`src/rtl/dbd_pkg.sv`:
```
// Shared types and default geometry for the backlight-dimming block timing controller.
// Latency: n/a (declarations only).
// Backpressure: n/a; the pixel stream is free-running and never stalls.
package dbd_pkg;

    typedef enum logic [1:0] {
        ST_IDLE        = 2'd0,
        ST_FRAME_START = 2'd1,
        ST_ACTIVE      = 2'd2,
        ST_FRAME_END   = 2'd3
    } dbd_state_e;

    // Default geometry: 1920x1080 frame, 8-pixel words, 24x12 block grid
    localparam int DBD_H_BLOCKS       = 24;
    localparam int DBD_WORDS_PER_HBLK = 10;
    localparam int DBD_V_BLOCKS       = 12;
    localparam int DBD_LINES_PER_VBLK = 90;

    // Bus widths
    localparam int DBD_PIX_W   = 192;
    localparam int DBD_HDUTY_W = 24;
    localparam int DBD_VADDR_W = 4;
    localparam int DBD_LCNT_W  = 7;

endpackage

```
`src/rtl/dbd_block_pos_counter.sv`:
```
// Nested word / horizontal-block / line / vertical-block position counters for one frame.
// Latency: counts update on the clock edge that samples the word or line end.
// Backpressure: none; words past the end of a line are absorbed by a saturating full flag.
module dbd_block_pos_counter
    import dbd_pkg::*;
#(
    parameter int H_BLOCKS       = DBD_H_BLOCKS,
    parameter int WORDS_PER_HBLK = DBD_WORDS_PER_HBLK,
    parameter int V_BLOCKS       = DBD_V_BLOCKS,
    parameter int LINES_PER_VBLK = DBD_LINES_PER_VBLK,
    localparam int HBLK_W        = (H_BLOCKS > 1) ? $clog2(H_BLOCKS) : 1
) (
    input  logic                   clk_i,
    input  logic                   rst_ni,
    input  logic                   clr_i,
    input  logic                   word_i,
    input  logic                   line_end_i,
    output logic [HBLK_W-1:0]      hblk_o,
    output logic [DBD_LCNT_W-1:0]  line_o,
    output logic [DBD_VADDR_W-1:0] vblk_o,
    output logic                   line_full_o,
    output logic                   last_line_o,
    output logic                   last_vblk_o
);

    localparam int WORD_W = (WORDS_PER_HBLK > 1) ? $clog2(WORDS_PER_HBLK) : 1;

    logic [WORD_W-1:0]      word_q, word_d;
    logic [HBLK_W-1:0]      hblk_q, hblk_d;
    logic                   full_q, full_d;
    logic [DBD_LCNT_W-1:0]  line_q, line_d;
    logic [DBD_VADDR_W-1:0] vblk_q, vblk_d;

    // Next position: frame clear wins, then line end, then a word inside the line
    always_comb begin
        word_d = word_q;
        hblk_d = hblk_q;
        full_d = full_q;
        line_d = line_q;
        vblk_d = vblk_q;
        if (clr_i) begin
            word_d = '0;
            hblk_d = '0;
            full_d = 1'b0;
            line_d = '0;
            vblk_d = '0;
        end else if (line_end_i) begin
            word_d = '0;
            hblk_d = '0;
            full_d = 1'b0;
            if (line_q == DBD_LCNT_W'(LINES_PER_VBLK - 1)) begin
                line_d = '0;
                // After the last block of the frame the address returns to 0
                vblk_d = (vblk_q == DBD_VADDR_W'(V_BLOCKS - 1)) ? '0 : vblk_q + DBD_VADDR_W'(1);
            end else begin
                line_d = line_q + DBD_LCNT_W'(1);
            end
        end else if (word_i && !full_q) begin
            if (word_q == WORD_W'(WORDS_PER_HBLK - 1)) begin
                word_d = '0;
                if (hblk_q == HBLK_W'(H_BLOCKS - 1)) begin
                    full_d = 1'b1;
                end else begin
                    hblk_d = hblk_q + HBLK_W'(1);
                end
            end else begin
                word_d = word_q + WORD_W'(1);
            end
        end
    end

    // Position registers
    always_ff @(posedge clk_i or negedge rst_ni) begin
        if (!rst_ni) begin
            word_q <= '0;
            hblk_q <= '0;
            full_q <= 1'b0;
            line_q <= '0;
            vblk_q <= '0;
        end else begin
            word_q <= word_d;
            hblk_q <= hblk_d;
            full_q <= full_d;
            line_q <= line_d;
            vblk_q <= vblk_d;
        end
    end

    assign hblk_o      = hblk_q;
    assign line_o      = line_q;
    assign vblk_o      = vblk_q;
    assign line_full_o = full_q;
    assign last_line_o = (line_q == DBD_LCNT_W'(LINES_PER_VBLK - 1));
    assign last_vblk_o = (vblk_q == DBD_VADDR_W'(V_BLOCKS - 1));

endmodule

```
`src/rtl/dbd_block_timing_ctrl.sv`:
```
// Turns raw VSYNC/DE frame timing into block select, block address and frame control pulses.
// Latency: 1 cycle; every output, including the pixel word, describes the word sampled at the previous edge.
// Backpressure: none; the input stream is never stalled, timing faults raise a sticky error instead.
module dbd_block_timing_ctrl
    import dbd_pkg::*;
#(
    parameter int H_BLOCKS       = DBD_H_BLOCKS,
    parameter int WORDS_PER_HBLK = DBD_WORDS_PER_HBLK,
    parameter int V_BLOCKS       = DBD_V_BLOCKS,
    parameter int LINES_PER_VBLK = DBD_LINES_PER_VBLK
) (
    input  logic                   iODCK,
    input  logic                   iRST_n,
    input  logic                   iVSYNC,
    input  logic                   iDE,
    input  logic [DBD_PIX_W-1:0]   iPixelData,
    output logic [H_BLOCKS-1:0]    oH_Duty,
    output logic [DBD_PIX_W-1:0]   oPixelData,
    output logic [DBD_VADDR_W-1:0] oV_Address,
    output logic                   oV_Duty,
    output logic                   oOU_en,
    output logic                   oALG_rst,
    output logic [DBD_LCNT_W-1:0]  oV_Block_Duty_Count,
    output logic                   oFrameErr
);

    localparam int HBLK_W = (H_BLOCKS > 1) ? $clog2(H_BLOCKS) : 1;

    dbd_state_e state_q, state_d;
    logic       vsync_q, de_q;

    logic [HBLK_W-1:0]      hblk;
    logic [DBD_LCNT_W-1:0]  line;
    logic [DBD_VADDR_W-1:0] vblk;
    logic                   line_full, last_line, last_vblk;

    logic [H_BLOCKS-1:0]    h_duty_q, h_duty_d;
    logic [DBD_PIX_W-1:0]   pix_q, pix_d;
    logic [DBD_VADDR_W-1:0] vaddr_q, vaddr_d;
    logic [DBD_LCNT_W-1:0]  lcnt_q, lcnt_d;
    logic                   vduty_q, vduty_d, ou_q, ou_d, alg_q, alg_d, err_q, err_d;

    logic vs_rise, de_fall, in_active, word_ok, line_end, frame_done, cnt_clr;

    assign vs_rise    = iVSYNC & ~vsync_q;
    assign de_fall    = ~iDE & de_q;
    assign in_active  = (state_q == ST_ACTIVE);
    assign word_ok    = in_active & iDE & ~line_full;
    assign line_end   = in_active & de_fall;
    assign frame_done = line_end & last_line & last_vblk;
    // Clearing on the rise itself makes FRAME_START already show address/count 0
    assign cnt_clr    = vs_rise | (state_q == ST_FRAME_START);

    dbd_block_pos_counter #(
        .H_BLOCKS       (H_BLOCKS),
        .WORDS_PER_HBLK (WORDS_PER_HBLK),
        .V_BLOCKS       (V_BLOCKS),
        .LINES_PER_VBLK (LINES_PER_VBLK)
    ) u_pos (
        .clk_i       (iODCK),
        .rst_ni      (iRST_n),
        .clr_i       (cnt_clr),
        .word_i      (in_active & iDE),
        .line_end_i  (line_end),
        .hblk_o      (hblk),
        .line_o      (line),
        .vblk_o      (vblk),
        .line_full_o (line_full),
        .last_line_o (last_line),
        .last_vblk_o (last_vblk)
    );

    // State and sync/enable history registers
    always_ff @(posedge iODCK or negedge iRST_n) begin
        if (!iRST_n) begin
            state_q <= ST_IDLE;
            vsync_q <= 1'b0;
            de_q    <= 1'b0;
        end else begin
            state_q <= state_d;
            vsync_q <= iVSYNC;
            de_q    <= iDE;
        end
    end

    // Next state: a VSYNC rise always restarts the frame, even mid-frame
    always_comb begin
        state_d = state_q;
        unique case (state_q)
            ST_IDLE:        if (vs_rise) state_d = ST_FRAME_START;
            ST_FRAME_START: state_d = ST_ACTIVE;
            ST_ACTIVE: begin
                if (vs_rise)         state_d = ST_FRAME_START;
                else if (frame_done) state_d = ST_FRAME_END;
            end
            ST_FRAME_END:   if (vs_rise) state_d = ST_FRAME_START;
            default:        state_d = ST_IDLE;
        endcase
    end

    // Output decode from the pre-update position, so a block-complete pulse still shows the finished block
    always_comb begin
        pix_d    = iPixelData;
        h_duty_d = word_ok ? (H_BLOCKS'(1) << hblk) : '0;
        vduty_d  = word_ok;
        ou_d     = line_end & last_line;
        alg_d    = (state_q == ST_FRAME_START);
        vaddr_d  = vblk;
        lcnt_d   = line;
        if (state_q == ST_FRAME_START) begin
            err_d = 1'b0;
        end else begin
            err_d = err_q
                  | (in_active & iDE & line_full)
                  | (line_end & ~line_full)
                  | (in_active & vs_rise & ~frame_done)
                  | ((state_q == ST_FRAME_END) & iDE);
        end
    end

    // Output registers
    always_ff @(posedge iODCK or negedge iRST_n) begin
        if (!iRST_n) begin
            h_duty_q <= '0;
            pix_q    <= '0;
            vaddr_q  <= '0;
            lcnt_q   <= '0;
            vduty_q  <= 1'b0;
            ou_q     <= 1'b0;
            alg_q    <= 1'b0;
            err_q    <= 1'b0;
        end else begin
            h_duty_q <= h_duty_d;
            pix_q    <= pix_d;
            vaddr_q  <= vaddr_d;
            lcnt_q   <= lcnt_d;
            vduty_q  <= vduty_d;
            ou_q     <= ou_d;
            alg_q    <= alg_d;
            err_q    <= err_d;
        end
    end

    assign oH_Duty             = h_duty_q;
    assign oPixelData          = pix_q;
    assign oV_Address          = vaddr_q;
    assign oV_Block_Duty_Count = lcnt_q;
    assign oV_Duty             = vduty_q;
    assign oOU_en              = ou_q;
    assign oALG_rst            = alg_q;
    assign oFrameErr           = err_q;

endmodule

```
`config.mk`:
```
export PLATFORM = sky130hd
export DESIGN_NAME = dbd_block_timing_ctrl
export DESIGN_NICKNAME = d
export VERILOG_FILES = /design/src/rtl/dbd_pkg.sv /design/src/rtl/dbd_block_pos_counter.sv /design/src/rtl/dbd_block_timing_ctrl.sv
export SDC_FILE = /design/constraint.sdc
export NUM_CORES = 1
export LEC_CHECK = 0
export ABC_AREA = 1
export BUFFER_PORTS_ARGS = -buffer_cell sky130_fd_sc_hd__buf_4
export CAP_MARGIN = 5
export CORE_AREA = 2 2 165 167
export CTS_CLUSTER_DIAMETER = 120
export DETAILED_ROUTE_END_ITERATION = 10
export DIE_AREA = 0 0 167 169
export PLACE_DENSITY = 0.62
export SYNTH_ARGS = -nofsm -noshare
export SYNTH_HDL_FRONTEND = slang
export SYNTH_SLANG_ARGS = --single-unit
```
`constraint.sdc`:
```
create_clock -name iODCK -period 1.5 [get_ports iODCK]
set_clock_uncertainty 0.05 [all_clocks]
set_input_delay 0.15 -clock iODCK [delete_from_list [all_inputs] [get_ports iODCK]]
set_output_delay 0.15 -clock iODCK [all_outputs]
set_load 0.005 [all_outputs]
```
==> results_dict.tcl <==
set metrics [dict create \
    post_synth.cell_area_avg_um2 16.1 \
    most_frequent_cells_in_the_layout "468 x sky130_fd_sc_hd__buf_4, 253 x sky130_fd_sc_hd__dfrtp_1, 195 x sky130_fd_sc_hd__dlygate4sd3_1, 36 x sky130_fd_sc_hd__nand2_1, 30 x sky130_fd_sc_hd__nor2_1" \
    cap_viol_max_count 0 \
    status "complete, but fails checks" \
    hpwl_um 19600 \
    detail_route.wirelength_um 28500 \
    dr_total_vias 6299 \
    ys_ff_latch 256 \
    post_synth_inst_count 467 \
    layout-area-overhead-vs-synth_pct 95.1 \
    maxClockFrequency_ghz 0.637 \
    place.port_buffers 426 \
    clockBufferDepth 3 \
    timing.hold.ws_ns 0.0624 \
    worst_slack_ns -0.0691 \
    ir_worst_vdd_v 0.00116 \
    swShare_pct 25.9 \
    worstMarginPinSlew_ns 0.339 \
    cts_max_level 1 \
    slew_headroom_pct 77.4 \
    synth_seq_area_share_pct 85.1 \
    preCtsSetupSlack_ns -0.140 \
    worstPathRequired_ns 1.86 \
    min_period_ns 1.57 \
    failed_checks "negative setup slack" \
    core_region_area_um2 26500 \
    combinationalPowerShare_pct 20.6 \
    place.gp.congestion 0.799 \
    layout-drive-gt1-share_pct 48.7 \
    final_antenna_net_count 0 \
    layout.cell_area.non_filler_um2 14700 \
    rsz0062_at_grt "yes" \
    grt_max_degree 55 \
    power.density_nw_per_um2 1240 \
    hold_viol_final 0 \
    netlist-cell-type-count 23 \
    vias_in_the_first_global_route 6813 \
    p_sw_mw 4.70 \
    worst-r2r-cell-count 10 \
    nets 1378 \
    yosys_warnings 0 \
    p_leak_nw 7.27 \
    worst_skew_pair.late_latency_ns 0.52 \
    placed_cell_area_um2 11500 \
    detail_routed_net_length_per_standard_cell_um 18.6 \
    drc 0 \
    drt_first_iter_violations 316 \
    grt_overflow_total 0 \
    min-delay-path-class "in -> async" \
    post_drt_via_cell_ratio 4.11 \
    antenna_found_initial 3 \
    die_height_um 169 \
    setup.worst_path.class "reg -> reg" \
    placedCellCount 1270 \
    die_width_um 167 \
    start_util_pct 28.4 \
    setup_viol_count_final 13 \
    instances_no_fill 1532 \
    utilization_pct 55.4 \
    p_seq_share_pct 41.8 \
    grt_usage_pct 19.5 \
    clkSinkCount 256 \
    tritoncts "done" \
    global_route_wire_length_before_repair_um 41700 \
    synthesis.area_um2 7530 \
    reg2reg_slack_ns -0.07 \
    mappedNetlistNets 678 \
    cts_made_buffers 29 \
    die_area_um2 28200 \
    critPathLaunchType "flop" \
    clock_power_share_pct 37.6 \
    period_share_pct 105 \
    clk_root_buffer_cell "sky130_fd_sc_hd__clkbuf_16" \
    first_pass_detailed_route_iteration_total 5 \
    internal_power_mw 13.5 \
    critical_path_peak_fanout 5 \
    num_rows 60 \
    io-pin-count 427 \
    worst_path_clk_slew_ns 0.06 \
    mostFrequentLayoutCell "sky130_fd_sc_hd__buf_4" \
    maxSlewViolCount 0 \
    critPathArrivalTime_ns 1.93 \
    endpoint_kind "flop" \
]
worst paths after layout:
| check | end | from |
|---|---|---|
| worst min-delay path | oPixelData[1]$_DFF_PN0_ | iRST_n |
| worst max-delay path | u_pos.line_o[3]$_DFFE_PN0P_ | state_q[0]$_DFFE_PN0P_ |
| min in group iODCK | oPixelData[183]$_DFF_PN0_ | iPixelData[183] |
| worst max register to register | u_pos.line_o[3]$_DFFE_PN0P_ | state_q[0]$_DFFE_PN0P_ |
| worst min register to register | oV_Block_Duty_Count[6]$_DFF_PN0_ | u_pos.line_o[6]$_DFFE_PN0P_ |
| max in group asynchronous | state_q[1]$_DFFE_PN0P_ | iRST_n |
power by group through the flow:
stage | sequential [mW] | clock, mW | combinational (mW)
floorplan | 7.69 | 0 | 0.929
global placement | 7.67 | 0 | 2.65
detailed placement | 7.68 | 0 | 2.70
CTS | 7.58 | 7.03 | 3.36
global route | 7.63 | 7.35 | 4.04
finish | 7.59 | 6.84 | 3.73
layer usage:
metal	GRT usage (%)	share of wire [%]	vias up
met5	0	0	-
met4	6.56	3.2	0
met3	3.88	5.5	48
met2	34.6	53	227
met1	23.8	39	3158
li1	-	-	2866
cell type report:
type | instances | area, µm²
multi-input combinational | 174 | 1150
clock inverter | 10 | 97.6
tap | 341 | 427
fill | 2095 | 11800
clock buffer | 41 | 841
sequential | 256 | 6410
timing repair buffer | 672 | 5610
inverter | 34 | 130
antenna | 4 | 10.0
what timing repair did:
item,in CTS,in global routing
endpoints found under the hold margin,454,0
pin swaps,6,14
setup endpoints to repair,27,36
cloned,0,1
setup buffers,5,6
gates resized for setup,17,40
hold buffers,195,0
worst max-delay path, cell delays in order, from the launching register on:
cell                      delay, ns
sky130_fd_sc_hd__dfrtp_2       0.42
sky130_fd_sc_hd__buf_6         0.13
sky130_fd_sc_hd__ha_4          0.16
sky130_fd_sc_hd__inv_4         0.05
sky130_fd_sc_hd__nand2_4       0.05
sky130_fd_sc_hd__nor2_4        0.13
sky130_fd_sc_hd__buf_6         0.14
sky130_fd_sc_hd__buf_6         0.13
sky130_fd_sc_hd__nor2_2        0.04
sky130_fd_sc_hd__o21ai_2       0.11
sky130_fd_sc_hd__nor2_1        0.05
flip-flops by register name, summed over array words and instances, names as in the netlist:
register / cells
oV_Block_Duty_Count: 7
u_pos.line_o: 7
oV_Address: 4
de_q: 1
u_pos.hblk_o: 5
oH_Duty: 24
u_pos.word_q: 4
oPixelData: 192
u_pos.line_full_o: 1
oALG_rst: 1
oFrameErr: 1
vsync_q: 1
u_pos.vblk_o: 4
state_q: 2
oOU_en: 1
oV_Duty: 1
stage by stage:
step / power (mW) / setup TNS [ns]
after CTS: 18.0 / -0.157
after global routing: 19.0 / -1.75
final: 18.2 / -0.334
after global placement: 10.3 / -0.522
after detailed placement: 10.4 / -2.04
after floorplan: 8.62 / -0.00159
Yosys cell counts, drive strengths merged:
cell type | count | area share (%)
nor2 | 39 | 2.2
inv | 34 | 1.7
o22ai | 1 | 0.083
nand2 | 48 | 2.5
xnor2 | 3 | 0.35
nand3 | 30 | 2.1
buf | 4 | 0.43
xor2 | 5 | 0.58
ha | 15 | 2.5
a21oi | 6 | 0.40
nand3b | 1 | 0.10
nor3 | 11 | 0.93
o21ai | 14 | 0.98
dfrtp | 256 | 85
logic make-up (layout without fill, tap and decap cells):
logic type               Yosys count  after routing  synth area share (%)
other                              0              4                     0
AND/OR/NAND/NOR                  129            130                  7.86
buffers and inverters             38            757                  2.13
adder cells (fa/ha/maj)           15             15                  2.49
XOR/XNOR                           8              8                 0.931
flip-flops                       256            256                  85.1
AO/OA/AOI/OAI                     21             21                  1.46
Power figures use the tool's default switching activity.
